### src/rtl/pwm_multi.sv
// Multi-channel PWM sharing one period counter; settings go through shadow registers
// and are applied only at a period boundary so no output period is ever truncated.
module pwm_multi #(
  parameter int CLK_FREQ_HZ = 25000000,
  parameter int CHANNELS    = 4,
  parameter int WIDTH       = 16,
  parameter int CNT_WIDTH   = 24
) (
  input  logic                      clk,
  input  logic                      rst,
  input  logic [WIDTH-1:0]          period_usec,
  input  logic [CHANNELS*WIDTH-1:0] duty_usec,
  input  logic [CHANNELS-1:0]       invert,
  input  logic                      upd_valid,
  output logic                      upd_ready,
  output logic                      period_start,
  output logic [CHANNELS-1:0]       pin
);
  localparam int CYCLES_PER_USEC = CLK_FREQ_HZ / 1000000;
  localparam longint MAX_CYC = ((longint'(1) << WIDTH) - 1) * longint'(CYCLES_PER_USEC);
  localparam logic [CNT_WIDTH-1:0] CYC = CNT_WIDTH'(CYCLES_PER_USEC);

  if (CYCLES_PER_USEC < 1 || (CLK_FREQ_HZ % 1000000) != 0) begin : g_bad_clk
    $error("pwm_multi: CLK_FREQ_HZ must be a nonzero multiple of 1 MHz");
  end
  if (CHANNELS < 1) begin : g_bad_channels
    $error("pwm_multi: CHANNELS must be at least 1");
  end
  if (CNT_WIDTH < 63 && MAX_CYC > ((longint'(1) << CNT_WIDTH) - 1)) begin : g_bad_cnt
    $error("pwm_multi: CNT_WIDTH too small for the largest period");
  end

  typedef enum logic {IDLE, RUN} state_t;

  state_t                 state;
  logic                   pending;
  logic [CNT_WIDTH-1:0]   cnt;
  logic [CNT_WIDTH-1:0]   act_period, sh_period;
  logic [CNT_WIDTH-1:0]   act_duty [CHANNELS];
  logic [CNT_WIDTH-1:0]   sh_duty  [CHANNELS];
  logic [CHANNELS-1:0]    act_inv, sh_inv;

  logic                   accept, wrap, boundary, apply, nxt_run;
  logic [CNT_WIDTH-1:0]   req_period, nxt_period, nxt_cnt;
  logic [CNT_WIDTH-1:0]   req_duty [CHANNELS];
  logic [CNT_WIDTH-1:0]   nxt_duty [CHANNELS];
  logic [CHANNELS-1:0]    nxt_inv, nxt_pin;

  // Scale to cycles at acceptance so the period logic only ever compares counts.
  always_comb begin
    req_period = CNT_WIDTH'(period_usec) * CYC;
    for (int i = 0; i < CHANNELS; i++) begin
      req_duty[i] = CNT_WIDTH'(duty_usec[i*WIDTH +: WIDTH]) * CYC;
      if (req_duty[i] > req_period) req_duty[i] = req_period;
    end
  end

  assign accept   = upd_valid & upd_ready;
  assign wrap     = (state == RUN) && (cnt == act_period - CNT_WIDTH'(1));
  assign boundary = wrap || ((state == IDLE) && pending);
  assign apply    = boundary && pending;

  // Outputs are computed from next-cycle state so the registered pins line up with cnt.
  always_comb begin
    nxt_period = act_period;
    nxt_inv    = act_inv;
    nxt_run    = (state == RUN);
    for (int i = 0; i < CHANNELS; i++) nxt_duty[i] = act_duty[i];
    if (apply) begin
      nxt_period = sh_period;
      nxt_inv    = sh_inv;
      nxt_run    = (sh_period != '0);
      for (int i = 0; i < CHANNELS; i++) nxt_duty[i] = sh_duty[i];
    end
    nxt_cnt = (boundary || !nxt_run) ? '0 : cnt + CNT_WIDTH'(1);
    for (int i = 0; i < CHANNELS; i++)
      nxt_pin[i] = (nxt_run && (nxt_cnt < nxt_duty[i])) ^ nxt_inv[i];
  end

  always_ff @(posedge clk) begin
    if (rst) begin
      state        <= IDLE;
      pending      <= 1'b0;
      cnt          <= '0;
      act_period   <= '0;
      sh_period    <= '0;
      act_inv      <= '0;
      sh_inv       <= '0;
      upd_ready    <= 1'b1;
      period_start <= 1'b0;
      pin          <= '0;
      for (int i = 0; i < CHANNELS; i++) begin
        act_duty[i] <= '0;
        sh_duty[i]  <= '0;
      end
    end else begin
      state      <= nxt_run ? RUN : IDLE;
      cnt        <= nxt_cnt;
      act_period <= nxt_period;
      act_inv    <= nxt_inv;
      for (int i = 0; i < CHANNELS; i++) act_duty[i] <= nxt_duty[i];
      if (accept) begin
        sh_period <= req_period;
        sh_inv    <= invert;
        for (int i = 0; i < CHANNELS; i++) sh_duty[i] <= req_duty[i];
      end
      pending <= accept | (pending & ~apply);
      // Ready stays low through the cycle in which the applied values first show.
      upd_ready    <= ~accept & ~pending;
      period_start <= nxt_run && (nxt_cnt == '0);
      pin          <= nxt_pin;
    end
  end
endmodule

### config.mk
export PLATFORM = sky130hd
export DESIGN_NAME = pwm_multi
export DESIGN_NICKNAME = d
export VERILOG_FILES = /design/src/rtl/pwm_multi.sv
export SDC_FILE = /design/constraint.sdc
export NUM_CORES = 1
export LEC_CHECK = 0
export BUFFER_PORTS_ARGS = -buffer_cell sky130_fd_sc_hd__buf_2
export CAP_MARGIN = 20
export CORE_MARGIN = 1
export CORE_UTILIZATION = 60
export CTS_CLUSTER_SIZE = 12
export DETAILED_ROUTE_END_ITERATION = 6
export GPL_TIMING_DRIVEN = 0
export PLACE_DENSITY = 0.74
export SYNTH_ARGS = -nofsm -noshare
export SYNTH_HDL_FRONTEND = slang
export SYNTH_SLANG_ARGS = --single-unit
### constraint.sdc
create_clock -name clk -period 9.6 [get_ports clk]
set_input_delay 1.92 -clock clk [delete_from_list [all_inputs] [get_ports clk]]
set_output_delay 1.92 -clock clk [all_outputs]
set_load 0.01 [all_outputs]
==> impl_metrics.yaml <==
synthesis:
  synth.avg_cell_area_um2: 8.84
  syn_inst: 2550
  synth_edf_count: 84
  ys_warn_count: 0
  yosysTopAreaCellShare_pct: 24.3
  yosys.area.top_type: "ha_1"
  synth_area_leaders: "ha_1, dfxtp_1, edfxtp_1"
  yosysSeqAreaShare_pct: 27.0
  syn_area_mm2: 0.0225
  synth_seq_cells: 262
  syn-num-nets: 3129
  synth_flop_cell: "dfxtp_1"
  synth.distinct_cells: 70
  async_reset_ff_share_pct: 0
worst_setup_path:
  worstSetupEndpointType: "flop"
  arrival_ns: 9.35
  crit_path_max_fanout: 10
  reg2reg_slack_ns: 3.08
  timing.rr.end: "pin[3]"
  critPathKind: "input port to flop"
  worstPathRequired_ns: 9.96
  crit_end: "sh_duty[2][17]"
  cp-start-kind: "input port"
  reg2regPathDepth: 25
  cp-startpoint: "period_usec[2]"
  timing.rr.start: "act_period[0]"
drt:
  ant_nets: 0
  wl_um: 64000
  first_iter_violations: 1318
  viasPerCell: 6.07
  drc: 0
  drt-wirelength-per-cell_um: 20.2
  num_vias: 19200
  drtPass1Iterations: 5
sta:
  fin_crit_sh_pct: 93.6
  hold_viol_final: 0
  maxSlewViolCount: 0
  fin_skew_ns: 0.0152
  period_minus_slack_ns: 8.99
  rsz0062_at_grt: "no"
  timing.setup.tns_ns: 0
  tightestPinTransition_ns: 1.15
  max_clock_freq_mhz: 111
  maxSlewHeadroom_pct: 23.3
  setup_viol: 0
flow_run:
  cap_violations: 0
finish:
  utilization_pct: 66.6
  fin_cells: 3166
  syn_to_final_growth_pct: 8.74
  nets: 3255
  antenna_cells: 0
  drive_above_1_share_pct: 6.15
  fill_cells: 3071
clocking:
  cts-htree-levels: 1
  cts_sinks: 262
  clockBufferDepth: 3
  cts_resized: 0
  clkTransAtPathRegs_ns: 0.05
  cts_setup_buffers: 0
  cts_tree: "built"
  hold_buffers: 0
  cts_buffers: 28
  clk_latency_ns: 0.55
  cts-root-buf: "clkbuf_16"
pwr:
  ir_drop_uv: 146
  powerDensity_mw_per_mm2: 217
  power.leakage_nw: 12.3
run_status:
  outcome: "completed"
place:
  dpl.hpwl_um: 52200
  gp_congestion: 0.973
  portBuffers: 92
  dp_cells: 3114
floorplanning:
  die_w_um: 196
  die_h_um: 196
  die_area_mm2: 0.0383
  initial_core_util_pct: 61.3
  num_io_pins: 93
  num_rows: 70
  core_mm2: 0.0368
global_routing:
  grt_overflow: 0
  grt_pass1_wl_um: 99100
  grtUsageTotal_pct: 33.2
  grt_pass1_vias: 18600
  grt_max_degree: 63
  antenna_found_initial: 2
hold_path:
  worstHoldStart: "act_duty[1][23]"
  hold_path_class: "flop to flop"
worst min-delay path by stage:
stage,slack [ns],endpoint,cells past startpoint
after floorplan,0.42,act_duty[0][22],2
after global placement,0.43,act_duty[3][22],2
after detailed placement,0.44,act_duty[2][22],2
after CTS,0.45,act_duty[0][21],2
after global routing,0.46,act_duty[1][23],2
final,0.44,act_duty[1][23],2
power breakdown:
group | internal, mW | switching [mW]
Clock | 0.597 | 0.437
Sequential | 1.29 | 0.0740
Combinational | 1.07 | 1.84
per-layer routing:
metal | up-vias | routed length [µm] | GRT usage (%)
li1 | 9147 | - | -
met1 | 9037 | 26800 | 43.6
met2 | 827 | 28500 | 53.9
met3 | 206 | 5170 | 4.44
met4 | 4 | 3510 | 16.5
met5 | - | 25 | 0
layout make-up:
type	count	area, µm²	share of cell area [%]
Clock inverter	7	37.5	0.153
Sequential cell	262	6090	24.8
Tap cell	468	586	2.39
Multi-Input combinational cell	1872	14900	60.7
Buffer	90	350	1.43
Inverter	326	1230	5.00
Clock buffer	45	841	3.43
Timing Repair Buffer	96	503	2.05
per-stage QoR:
step / area (µm²) / hold WS, ns / setup WS (ns) / power, mW
global route: 24500 / 0.462 / 0.442 / 5.65
CTS: 24500 / 0.450 / 1.03 / 5.24
detailed placement: 23600 / 0.438 / 0.539 / 4.21
global placement: 23600 / 0.431 / 0.332 / 4.09
floorplan: 22500 / 0.422 / 2.14 / 3.33
finish: 24500 / 0.443 / 0.611 / 5.31
state kept, by name (all words and copies together), names as in the netlist:
name and count:
act_duty 96, sh_inv 4, sh_duty 84, upd_ready 1
state 1, period_start 1, act_inv 4, act_period 21
sh_period 21, pin 4, cnt 24, pending 1
cells in the mapped netlist, drive strengths merged (12+ instances only):
| library cell | count |
|---|---|
| ha | 437 |
| inv | 326 |
| nor2 | 214 |
| dfxtp | 178 |
| a21oi | 172 |
| nand2 | 149 |
| o21ai | 131 |
| mux2i | 106 |
| nand3 | 95 |
| edfxtp | 84 |
| clkbuf | 74 |
| xnor2 | 73 |
| fa | 55 |
| xor2 | 53 |
| a21o | 46 |
| nor3 | 45 |
| nand4 | 39 |
| nor2b | 32 |
| o21a | 26 |
| nand2b | 17 |
| buf | 16 |
| nor4 | 14 |
| a31oi | 13 |
| or3 | 12 |
layout by cell type, fill, tap and decap left out, types with 73 or more instances in the layout:
cell type	n
o21ai_0	126
clkbuf_1	85
nor2_1	214
xnor2_1	73
buf_2	102
edfxtp_1	84
ha_1	437
mux2i_1	106
a21oi_1	172
inv_1	325
dfxtp_1	178
nand2_1	149
nand3_1	95
worst max-delay path, cell delays in order:
cell and delay [ns]:
buf_2 0.24, ha_1 0.28, ha_1 0.28, inv_1 0.05, fa_1 0.49, inv_1 0.04
ha_1 0.32, nor2b_1 0.14, o21ai_0 0.11, a21boi_0 0.27, o21ai_0 0.14, a21oi_1 0.21
a41oi_1 0.18, a21oi_1 0.38, a311o_1 0.25, a21oi_1 0.08, xnor2_1 0.81, inv_1 0.62
ha_1 0.48, nand4_1 0.10, nor2_1 0.10, o21a_1 0.13, a2111oi_0 0.84, clkbuf_1 0.37
o21ai_0 0.24, a21oi_1 0.26
cell families after synthesis:
group / count (synthesis) / synth area share [%]
muxes: 108 / 4.81
adders and majority gates: 492 / 29.2
xor gates and xnor gates: 126 / 4.90
DFF: 262 / 27.0
buffers and inverters: 416 / 6.99
AOI/OAI and AO/OA: 486 / 13.3
and+or+nand+nor: 660 / 13.8
Note: power is estimated with default switching activity, not from simulation.
